## config.mk

```make
export PLATFORM = sky130hd
export DESIGN_NAME = mem_ctrl
export DESIGN_NICKNAME = d
export VERILOG_FILES = /design/src/rtl/mem_ctrl.sv
export SDC_FILE = /design/constraint.sdc
export NUM_CORES = 1
export LEC_CHECK = 0
export BUFFER_PORTS_ARGS = -buffer_cell sky130_fd_sc_hd__buf_2
export CAP_MARGIN = 20
export CELL_PAD_IN_SITES_DETAIL_PLACEMENT = 1
export CELL_PAD_IN_SITES_GLOBAL_PLACEMENT = 1
export CORE_ASPECT_RATIO = 1.1
export CORE_MARGIN = 2
export CORE_UTILIZATION = 30
export DETAILED_ROUTE_END_ITERATION = 12
export PLACE_DENSITY_LB_ADDON = 0.1
export SYNTH_ARGS = -nofsm -noshare
export SYNTH_HDL_FRONTEND = slang
export SYNTH_SLANG_ARGS = --single-unit
```

## constraint.sdc

```tcl
create_clock -name clk -period 2.1 [get_ports clk]
set_clock_uncertainty 0.1 [all_clocks]
set_input_delay 0.105 -clock clk [delete_from_list [all_inputs] [get_ports clk]]
set_output_delay 0.105 -clock clk [all_outputs]
set_load 0.02 [all_outputs]
```

## src/rtl/mem_ctrl.sv

```systemverilog
// Load/store initiator between the CPU execute stage and a single-ported word memory.
// Splits unaligned word accesses into two byte-lane phases and extends byte loads.
module mem_ctrl (
    input  logic        clk,
    input  logic        rst,
    input  logic        req,
    input  logic        we,
    input  logic        byte_op,
    input  logic        sext,
    input  logic [15:0] addr,
    input  logic [15:0] wdata,
    output logic [15:0] rdata,
    output logic        busy,
    output logic        done,
    output logic        mem_en,
    output logic        mem_we,
    output logic        mem_byte_enable,
    output logic        mem_byte_select,
    output logic [15:0] mem_addr,
    output logic [15:0] mem_wdata,
    input  logic [15:0] mem_rdata,
    input  logic        mem_wait
);

    typedef enum logic [2:0] {
        StIdle,
        StIssue1,
        StRead1,
        StIssue2,
        StRead2,
        StDone
    } state_e;

    state_e      state_q;
    logic        we_q, byte_q, sext_q;
    logic [15:0] addr_q, wdata_q;
    logic [7:0]  lo_q;
    logic        split_q;

    logic        accepting;
    logic        s_we, s_byte, s_split, s_ph2;
    logic [15:0] s_addr, s_wdata;
    logic [14:0] s_word1;
    logic        iss_we, iss_be, iss_bs;
    logic [15:0] iss_addr, iss_wdata;
    logic [34:0] iss_bus;
    logic [7:0]  lane;
    logic [15:0] byte_res;

    assign split_q = ~byte_q & addr_q[0];

    // Memory-port drive for the phase about to be issued: phase 1 from the incoming
    // request when accepting, otherwise phase 2 of the latched request.
    always_comb begin
        accepting = ((state_q == StIdle) || (state_q == StDone)) && req;
        s_we      = accepting ? we      : we_q;
        s_byte    = accepting ? byte_op : byte_q;
        s_addr    = accepting ? addr    : addr_q;
        s_wdata   = accepting ? wdata   : wdata_q;
        s_ph2     = ~accepting;
        s_split   = ~s_byte & s_addr[0];
        s_word1   = s_addr[15:1] + 15'd1;
        iss_addr  = {1'b0, s_ph2 ? s_word1 : s_addr[15:1]};
        iss_we    = s_we;
        iss_be    = s_we & (s_byte | s_split);
        iss_bs    = 1'b0;
        iss_wdata = 16'h0000;
        if (s_we) begin
            if (s_byte) begin
                iss_bs    = s_addr[0];
                iss_wdata = {8'h00, s_wdata[7:0]};
            end else if (s_split) begin
                iss_bs    = ~s_ph2;
                iss_wdata = s_ph2 ? {8'h00, s_wdata[15:8]} : {8'h00, s_wdata[7:0]};
            end else begin
                iss_wdata = s_wdata;
            end
        end
        iss_bus  = {iss_we, iss_be, iss_bs, iss_addr, iss_wdata};
        lane     = addr_q[0] ? mem_rdata[15:8] : mem_rdata[7:0];
        byte_res = {{8{sext_q & lane[7]}}, lane};
    end

    always_ff @(posedge clk) begin
        if (rst) begin
            state_q         <= StIdle;
            we_q            <= 1'b0;
            byte_q          <= 1'b0;
            sext_q          <= 1'b0;
            addr_q          <= 16'h0000;
            wdata_q         <= 16'h0000;
            lo_q            <= 8'h00;
            rdata           <= 16'h0000;
            busy            <= 1'b0;
            done            <= 1'b0;
            mem_en          <= 1'b0;
            mem_we          <= 1'b0;
            mem_byte_enable <= 1'b0;
            mem_byte_select <= 1'b0;
            mem_addr        <= 16'h0000;
            mem_wdata       <= 16'h0000;
        end else begin
            done <= 1'b0;
            case (state_q)
                StIdle, StDone: begin
                    busy <= 1'b0;
                    if (req) begin
                        we_q    <= we;
                        byte_q  <= byte_op;
                        sext_q  <= sext;
                        addr_q  <= addr;
                        wdata_q <= wdata;
                        state_q <= StIssue1;
                        busy    <= 1'b1;
                        mem_en  <= 1'b1;
                        {mem_we, mem_byte_enable, mem_byte_select, mem_addr, mem_wdata} <= iss_bus;
                    end else begin
                        state_q <= StIdle;
                    end
                end
                StIssue1: begin
                    if (!mem_wait) begin
                        if (!we_q) begin
                            state_q <= StRead1;
                            mem_en  <= 1'b0;
                        end else if (split_q) begin
                            state_q <= StIssue2;
                            {mem_we, mem_byte_enable, mem_byte_select, mem_addr, mem_wdata} <= iss_bus;
                        end else begin
                            state_q <= StDone;
                            mem_en  <= 1'b0;
                            mem_we  <= 1'b0;
                            busy    <= 1'b0;
                            done    <= 1'b1;
                        end
                    end
                end
                StRead1: begin
                    if (split_q) begin
                        lo_q    <= mem_rdata[15:8];
                        state_q <= StIssue2;
                        mem_en  <= 1'b1;
                        {mem_we, mem_byte_enable, mem_byte_select, mem_addr, mem_wdata} <= iss_bus;
                    end else begin
                        rdata   <= byte_q ? byte_res : mem_rdata;
                        state_q <= StDone;
                        busy    <= 1'b0;
                        done    <= 1'b1;
                    end
                end
                StIssue2: begin
                    if (!mem_wait) begin
                        mem_en <= 1'b0;
                        mem_we <= 1'b0;
                        if (!we_q) begin
                            state_q <= StRead2;
                        end else begin
                            state_q <= StDone;
                            busy    <= 1'b0;
                            done    <= 1'b1;
                        end
                    end
                end
                StRead2: begin
                    rdata   <= {mem_rdata[7:0], lo_q};
                    state_q <= StDone;
                    busy    <= 1'b0;
                    done    <= 1'b1;
                end
                default: begin
                    state_q <= StIdle;
                    mem_en  <= 1'b0;
                    busy    <= 1'b0;
                end
            endcase
        end
    end

endmodule

```

==> run metrics, run 1 <==
worst ir drop on vdd ~380 uV; crit-path cells buf_4, inv_2, o21ai_2, a221o_1, buf_4, or3_1, a21oi_1; Final period util 0.954; ys async rst share 0; register area between 0.0015 and 0.002 mm2; Synth Cell Area 0.00447 mm2; Worst-path clk slew ~0.070 ns; NetSw around 1700 uW; Leak 0.00255 uW; WP buf/inv 3; H-Tree Level Count 3; met2 usage 0.332; vias 4608; antenna-violating nets left 0; initial core utilization 0.308; number of synthesized register bits 99; final hold vios 0; initial antenna violation count 0; number of synthesis warnings 0; crit path time final ~2.0 ns; Net Sw Frac 0.333; Total Routing Usage GR 0.194; internal power component 3330 uW; Routed wire per std cell roughly 17 um; CP max FO 15; DP Area 0.00535 mm2; Post-Syn Instances between 500 and 600; GR Util met1 0.247; syn_nets between 600 and 700; vias in the first global route 4755; Die X around 120 um; DR iter-0 viols 200; first-pass GRT wire length about 25000 um; worst setup path class register to register; Avg Vias per Cell 5.03; fraction of layout cells with a size suffix above 1 0.239; Highest Clock Rate approximately 500 MHz; final WL roughly 15000 um; Comb power frac 0.244; pwr dens roughly 810 mW/mm2; final net count roughly 770; max-slew violations 0; GP Congestion around 0.85; Main synth FF type dfxtp_1; Multi-input gate area 0.00233 mm2; crit-path leading delay family compound AO/OA/AOI/OAI gates; # rows 46; Overall Power 4990 uW; CP endpoint kind register; Post-synth EDFFs 0; CTS sink cnt 99; max-cap viol count 0; Crit path top cell by count buf_4; CTS Root Cell clkbuf_16; Max Buffers Root-to-Sink 2; IO buf count ~110; Arr. time, crit path 2.19 ns; M3 GR Usage 0.0311; Tightest Hold Check Type primary input to register; Slew HR 0.635; register area share after synthesis 0.444; drt drc 0; First-pass DRT Iterations 4; largest net degree at the start of global routing 60; Place WS -0.0454 ns; worst endpoint required time between 2 and 2.5 ns; actual slew at the worst max-slew pin 0.547 ns; accumulated negative setup slack 0 ns; Final Instance Area between 0.006 and 0.007 mm2; synthesis-to-layout area growth 38.4%; clock tree from TritonCTS built; Top Ports between 100 and 150; cts bufs inserted 9; die area 0.0159 mm2; Slowest cell on crit path or3_1; max incr delay on CP 0.40 ns; ANT cells 0; Overflow after GRT 0; outcome finished clean; Avg Inst Size Synth approximately 8.0 um2; Post-DP HPWL 10700 um; busiest grt layer met2; CP startpoint kind register; fillers around 1.8k; Synth cell types 52; worst setup margin approximately 0.096 ns; Flop pwr share 0.425; Core Footprint approximately 0.015 mm2; final setup fails 0; Clk pwr share 0.331; hold_ws ~0.011 ns; insertion delay to the later sink of the worst-skew pair 0.36 ns; Die Y between 100 and 150 um
==> through the flow <==
| step | std cells | util |
|---|---|---|
| after floorplan | 560 | - |
| after detailed placement | 849 | 0.369 |
| after global placement | 849 | 0.369 |
| after global routing | 916 | 0.426 |
| after CTS | 915 | 0.424 |
| final | 916 | 0.426 |
==> cells in the final DEF (no fill, tap or decap), types with 6 or more instances in the layout <==
| cell type | count |
|---|---|
| a2111oi_0 | 7 |
| a21oi_1 | 71 |
| a32o_1 | 12 |
| buf_2 | 107 |
| buf_4 | 32 |
| clkbuf_16 | 9 |
| dfxtp_1 | 99 |
| dlygate4sd3_1 | 50 |
| mux2i_1 | 12 |
| nand2_1 | 114 |
| nand2b_1 | 15 |
| nand3_1 | 21 |
| nand4_1 | 8 |
| nor2_1 | 48 |
| nor3_1 | 6 |
| nor4_1 | 6 |
| o21ai_0 | 10 |
| o2bb2ai_1 | 9 |
| xnor2_1 | 8 |
| xor2_1 | 6 |
==> cell families after synthesis <==
group | Yosys count | share of synthesized area
adders and majority gates | 1 | 0.00224
DFF | 99 | 0.444
other | 1 | 0.000840
xor gates and xnor gates | 14 | 0.0275
AOI/OAI and AO/OA | 149 | 0.221
and+or+nand+nor | 232 | 0.227
buffers and inverters | 50 | 0.0457
muxes | 14 | 0.0317
==> power groups by stage <==
stage	logic [uW]	registers, uW	clock network, uW
5_1_grt	1340	2140	1770
2_1_floorplan	592	2240	0
3_3_place_gp	1110	2160	0
3_5_place_dp	1130	2160	0
6_report	1220	2120	1650
4_1_cts	1210	2120	1690
==> area by class of cell <==
class / count / area share
multi-input cells: 411 / 0.378
flip-flops and latches: 99 / 0.321
repair buffers: 191 / 0.213
well taps: 192 / 0.0389
clock buffers: 9 / 0.0364
clock inverters: 7 / 0.00931
inverters: 7 / 0.00425
==> cells in the mapped netlist, drive strengths merged, types with 6 or more instances <==
cell	number	area share
nand2	114	0.096
o2bb2ai	9	0.018
dfxtp	99	0.44
clkbuf	31	0.026
a21oi	73	0.083
nand3	21	0.024
inv	6	0.0050
mux2i	13	0.029
a32o	12	0.027
xor2	6	0.012
o21ai	12	0.014
nor4	6	0.0084
a2111oi	10	0.020
xnor2	8	0.016
nand2b	15	0.021
nand4	8	0.011
nor3	8	0.010
nor2	49	0.041
buf	12	0.014
==> path summary, 6_finish.rpt <==
path | start | end | slack [ns] | depth (start not counted)
min | we | we_q | 0.01 | 3
min reg2reg | lo_q[2] | rdata[2] | 0.36 | 2
max | state_q[1] | mem_we | 0.1 | 7
max reg2reg | state_q[1] | mem_we | 0.1 | 7
==> tightest hold or removal path: cells and delay by family <==
| family | cells | cell delay, ns |
|---|---|---|
| buf+inv | 1 | 0.10 |
| mux | 1 | 0.11 |
| simple gates | 1 | 0.11 |
==> metal layers <==
metal	share of wire	up-vias
met1	0.46	2210
met3	0.033	20
met4	0.018	0
met5	0	-
met2	0.49	93
li1	-	2285
==> sequential cells by signal (all words and copies together) (netlist names), 3 cells and up <==
name	cells
mem_wdata	16
addr_q	16
rdata	16
wdata_q	16
state_q	3
lo_q	8
mem_addr	15
==> what timing repair did <==
item | in CTS | in global routing
hold endpoints to repair | 61 | 0
resized for setup | 2 | 9
setup endpoints to repair | 18 | 24
hold buffers | 50 | 0
pin swaps | 0 | 1
setup buffers | 0 | 1
No activity file was read; power rests on OpenSTA's default activity.
==> run 2, diff against run 1 <==
- CORE_ASPECT_RATIO: 1.1 -> 0.8
==> run 2 against run 1 <==
  * Hold slack improved by 0.022 ns
  * Count of clock-buffer cells in the layout rose by 1
  * Utilization rose by 0.16 points
  * Global-route usage rose by 0.26 points
  * Wire length rose by 1.5%
  * Sequential cell count did not move
  * Cell area fell by 0.38%
  * Non-clock buffer count did not move
  * Largest cell class unchanged
==> run metrics, run 2 (synthesis gave the netlist of run 1 again) <==
outcome finished clean; drt drc 0 (unchanged); Leak 0.00257 uW (+0.60%); crit path time final 2.03 ns (+0.0247 ns); CTS sink cnt 99 (unchanged); Total Routing Usage GR 0.197 (+0.00255); crit-path leading delay family simple AND/OR/NAND/NOR gates; initial core utilization 0.310 (+0.00233); accumulated negative setup slack 0 ns (unchanged); Final period util 0.966 (+0.0118); worst ir drop on vdd 402 uV (+6.9%); GP Congestion 0.822 (-3.2%); hold depth 4 (+1); H-Tree Level Count 3 (unchanged); Die Y 113 um (-14%); Top Ports 109 (unchanged); worst endpoint required time 2.31 ns (+0.02 ns); Final Instance Area 0.00616 mm2 (-0.38%); CP max FO 10 (-5); clock tree from TritonCTS built; worst setup path class register to register; initial antenna violation count 1 (+1); antenna-violating nets left 0 (unchanged); DP Area 0.00536 mm2 (+0.19%); # rows 39 (-15%); crit-path cells nand2b_1, a21oi_1, a221o_1, or4_1, buf_4, a2bb2o_4; Die X 140 um (+17%); register area 0.00198 mm2 (about the same); max-cap viol count 0 (unchanged); commonest cells after routing, fill and taps aside nand2_1 (114), buf_2 (107), dfxtp_1 (98); max incr delay on CP 0.50 ns (+0.10 ns); Post-DP HPWL 10700 um (+0.24%); final setup fails 0 (unchanged); first-pass GRT wire length 24800 um (+0.73%); synthesis-to-layout area growth 37.9%; fillers 1752 (-2.4%); WP buf/inv 1 (-2); IO buf count 107 (unchanged); cts bufs inserted 9 (unchanged); most common cell after layout, fill and taps aside nand2_1; insertion delay to the later sink of the worst-skew pair 0.36 ns (about the same); First-pass DRT Iterations 4 (unchanged); CTS Root Cell clkbuf_16; R2R cell count 6 (-1); Slowest cell on crit path or4_1; CP endpoint kind register; Worst-path clk slew 0.07 ns (about the same); Arr. time, crit path 2.24 ns (+0.05 ns); DR iter-0 viols 176 (-12%); RSZ-0062 raised after global routing no; fraction of layout cells with a size suffix above 1 0.233 (-0.00552); vias in the first global route 4809 (+1.1%); final net count 774 (unchanged); Multi-input gate area 0.00230 mm2 (-1.4%); Highest Clock Rate 493 MHz (-1.2%); final hold vios 0 (unchanged); die area 0.0159 mm2 (about the same); CP startpoint kind register; Avg Vias per Cell 5.08 (+0.95%); vias 4616 (+0.17%); Tightest Hold Check Type primary input to register; pwr dens 808 mW/mm2 (about the same); Max Buffers Root-to-Sink 2 (unchanged); Routed wire per std cell 16.9 um (+2.3%); CP Depth 6 (-1); Overflow after GRT 0 (unchanged); max-slew violations 0 (unchanged); Core Footprint 0.0144 mm2 (-0.75%); final WL 15400 um (+1.5%); largest net degree at the start of global routing 53 (-12%)
[run 2: changes by cell type in the layout (fill, tap and decap cells not counted), sizes merged]
cell      before  now
clkinvlp       2    0
clkbuf         9   10
inv           10    9
clkinv         2    4
diode          0    1
[run 2: worst register-to-register path, cell delays in order (launching register included)]
cell,delay [ns]
dfxtp_1,0.41
nand2b_1,0.16
a21oi_1,0.11
a221o_1,0.32
or4_1,0.50
buf_4,0.19
a2bb2o_4,0.20
[run 2: path summary, 6_finish.rpt]
path | endpoint | slack [ns] | startpoint
setup / recovery | mem_byte_enable | 0.07 | state_q[2]
hold / removal | we_q | 0.03 | we
setup reg to reg | mem_byte_enable | 0.07 | state_q[2]
hold reg to reg | rdata[2] | 0.36 | lo_q[2]
[run 2: through the flow]
stage / total power (uW) / worst slack (ns) / instances / utilization / hold slack [ns]
5_1_grt: 5250 / 0.00426 / 908 / 0.428 / 0.0389
4_1_cts: 5030 / 0.0368 / 908 / 0.427 / 0.0247
2_1_floorplan: 2830 / 0.150 / 560 / - / 0.141
3_3_place_gp: 3280 / 0.106 / 842 / 0.372 / 0.249
6_report: 4980 / 0.0710 / 909 / 0.428 / 0.0331
3_5_place_dp: 3310 / 0.0654 / 842 / 0.372 / 0.260
[run 2: repair_timing]
item	4_1_cts	5_1_grt
setup endpoints to repair	0	17
endpoints found under the hold margin	61	0
setup buffers	0	0
resized for setup	0	3
hold buffers	50	0
[run 2: power breakdown]
group,internal [uW],switching [uW],total (uW)
clock network,852,785,1640
registers,2020,104,2130
logic,486,726,1210
[run 2: routing by layer]
metal / vias up / wire (um) / global-route usage / part of all wire
met3: 11 / 537 / 0.0461 / 0.035
met5: - / 0 / 0 / 0
met4: 0 / 154 / 0.0552 / 0.010
met2: 73 / 7020 / 0.323 / 0.46
li1: 2294 / - / - / -
met1: 2238 / 7660 / 0.260 / 0.50
[run 2: layout make-up]
| type | count | area share |
|---|---|---|
| Inverter | 7 | 0.00427 |
| Clock inverter | 6 | 0.00772 |
| Clock buffer | 10 | 0.0388 |
| Multi-Input combinational cell | 411 | 0.374 |
| Tap cell | 184 | 0.0374 |
| Antenna cell | 1 | 0.000406 |
| Timing Repair Buffer | 191 | 0.216 |
| Sequential cell | 99 | 0.322 |
==> run 3, diff against run 2 <==
- SETUP_SLACK_MARGIN: default -> 0.1
- SLEW_MARGIN: default -> 20
==> run 3 against run 2 <==
  * Sequential cell count stayed put
  * Wire length is 0.15% higher
  * Die area unchanged
  * Critical path depth did not move
  * Critical endpoint unchanged
==> run metrics, run 3 (synthesis gave the netlist of run 1 again) <==
outcome finished clean; hold depth 4 (unchanged); Die X 140 um (unchanged); Worst Setup SP state_q[2]; dpl cells 842 (unchanged); H-Tree Level Count 3 (unchanged); Final period util 0.939 (-0.0271); CTS Root Cell clkbuf_16; crit path time final 1.97 ns (-0.0569 ns); IO buf count 107 (unchanged); Hold EP we_q; GP Congestion 0.822 (unchanged); Avg Vias per Cell 5.09 (+0.19%); Highest Clock Rate 507 MHz (+2.9%); fraction of layout cells with a size suffix above 1 0.242 (+0.00829); Tightest Hold Check Type primary input to register; post-route insts no fill 909 (unchanged); vias in the first global route 4809 (unchanged); Post-CTS Setup Inserts 0 (unchanged); Top Ports 109 (unchanged); clock tree from TritonCTS built; largest net degree at the start of global routing 53 (unchanged); initial antenna violation count 1 (unchanged); Place WS 0.0654 ns (unchanged); Die Y 113 um (unchanged); worst endpoint required time 2.31 ns (about the same); synthesis-to-layout area growth 38.5%; Post-DP HPWL 10700 um (unchanged); max-slew violations 0 (unchanged); die area 0.0159 mm2 (unchanged); most common cell after layout, fill and taps aside nand2_1; Crit Reg-Reg Endpoint mem_byte_enable; CP endpoint kind register; Final Util 0.430 (+0.00182); Routed wire per std cell 16.9 um (+0.15%); drt drc 0 (unchanged); cts bufs inserted 9 (unchanged); setup slack, reg-to-reg 0.13 ns (+0.06 ns); accumulated negative setup slack 0 ns (unchanged); final hold vios 0 (unchanged); Overflow after GRT 0 (unchanged); pwr dens 806 mW/mm2 (-0.27%); Total Routing Usage GR 0.197 (unchanged); insertion delay to the later sink of the worst-skew pair 0.36 ns (about the same); Core Footprint 0.0144 mm2 (unchanged); R2R cell count 6 (unchanged); First-pass DRT Iterations 4 (unchanged); commonest cells after routing, fill and taps aside nand2_1 (114), buf_2 (107), dfxtp_1 (96); CP startpoint kind register; max-cap viol count 0 (unchanged); Leak 0.00257 uW (+0.18%); final WL 15400 um (+0.15%); final net count 774 (unchanged); first-pass GRT wire length 24800 um (unchanged); CP max FO 10 (unchanged); DP Area 0.00536 mm2 (unchanged); DR iter-0 viols 211 (+20%); vias 4625 (+0.19%); CTS sink cnt 99 (unchanged); Worst-path clk slew 0.07 ns (about the same); antenna-violating nets left 0 (unchanged); fillers 1748 (-0.23%); # rows 39 (unchanged); Max Buffers Root-to-Sink 2 (unchanged); Final Instance Area 0.00618 mm2 (+0.43%); Reg-to-Reg Start state_q[2]; worst setup margin 0.128 ns (+0.0569 ns); Arr. time, crit path 2.18 ns (-0.06 ns); worst ir drop on vdd 402 uV (-0.17%); final setup fails 0 (unchanged); worst setup path class register to register; HP Start we; RSZ-0062 raised after global routing yes; initial core utilization 0.310 (unchanged)
==> run 3: routing by layer <==
| metal | global-route usage | vias up | wire [um] |
|---|---|---|---|
| met4 | 0.0552 | 0 | 154 |
| met5 | 0 | - | 0 |
| li1 | - | 2295 | - |
| met3 | 0.0461 | 10 | 562 |
| met1 | 0.260 | 2242 | 7630 |
| met2 | 0.323 | 78 | 7050 |
==> run 3: per-stage QoR <==
stage | hold WS (ns) | total power (uW)
final | 0.0408 | 4980
after CTS | 0.0247 | 5040
after detailed placement | 0.260 | 3310
after global placement | 0.249 | 3280
after global routing | 0.0465 | 5250
after floorplan | 0.141 | 2830
==> run 3: power breakdown <==
part           internal [uW]  switching, uW
logic                    489            728
registers               2020            106
clock network            852            785
==> run 3: final cells by class <==
| cell class | count | area [um2] | share of cell area |
|---|---|---|---|
| clock inverters | 6 | 47.5 | 0.00769 |
| flip-flops and latches | 99 | 1990 | 0.321 |
| clock buffers | 10 | 239 | 0.0386 |
| repair buffers | 191 | 1330 | 0.215 |
| multi-input cells | 411 | 2320 | 0.375 |
| well taps | 184 | 230 | 0.0372 |
| diodes | 1 | 2.50 | 0.000405 |
| inverters | 7 | 26.3 | 0.00425 |
==> run 3: timing repair <==
item                                    4_1_cts  5_1_grt
pin swaps                                     0        0
endpoints found under the setup margin       15       27
gates resized for setup                       3        7
endpoints found under the hold margin        61        0
hold buffers                                 50        0
==> run 3: critical path: stages, from the launching register on <==
cell      delay [ns]
dfxtp_2         0.39
nand2b_1        0.16
a21oi_1         0.11
a221o_1         0.33
or4_4           0.50
buf_6           0.16
a2bb2o_4        0.19
==> run 3: worst max path at each step <==
stage | endpoint | slack, ns | cells past startpoint
after global routing | rdata[11] | 0.04 | 6
after CTS | rdata[11] | 0.12 | 5
final | mem_byte_enable | 0.13 | 6
after floorplan | mem_byte_enable | 0.15 | 7
after detailed placement | mem_byte_enable | 0.07 | 6
after global placement | mem_byte_enable | 0.11 | 6
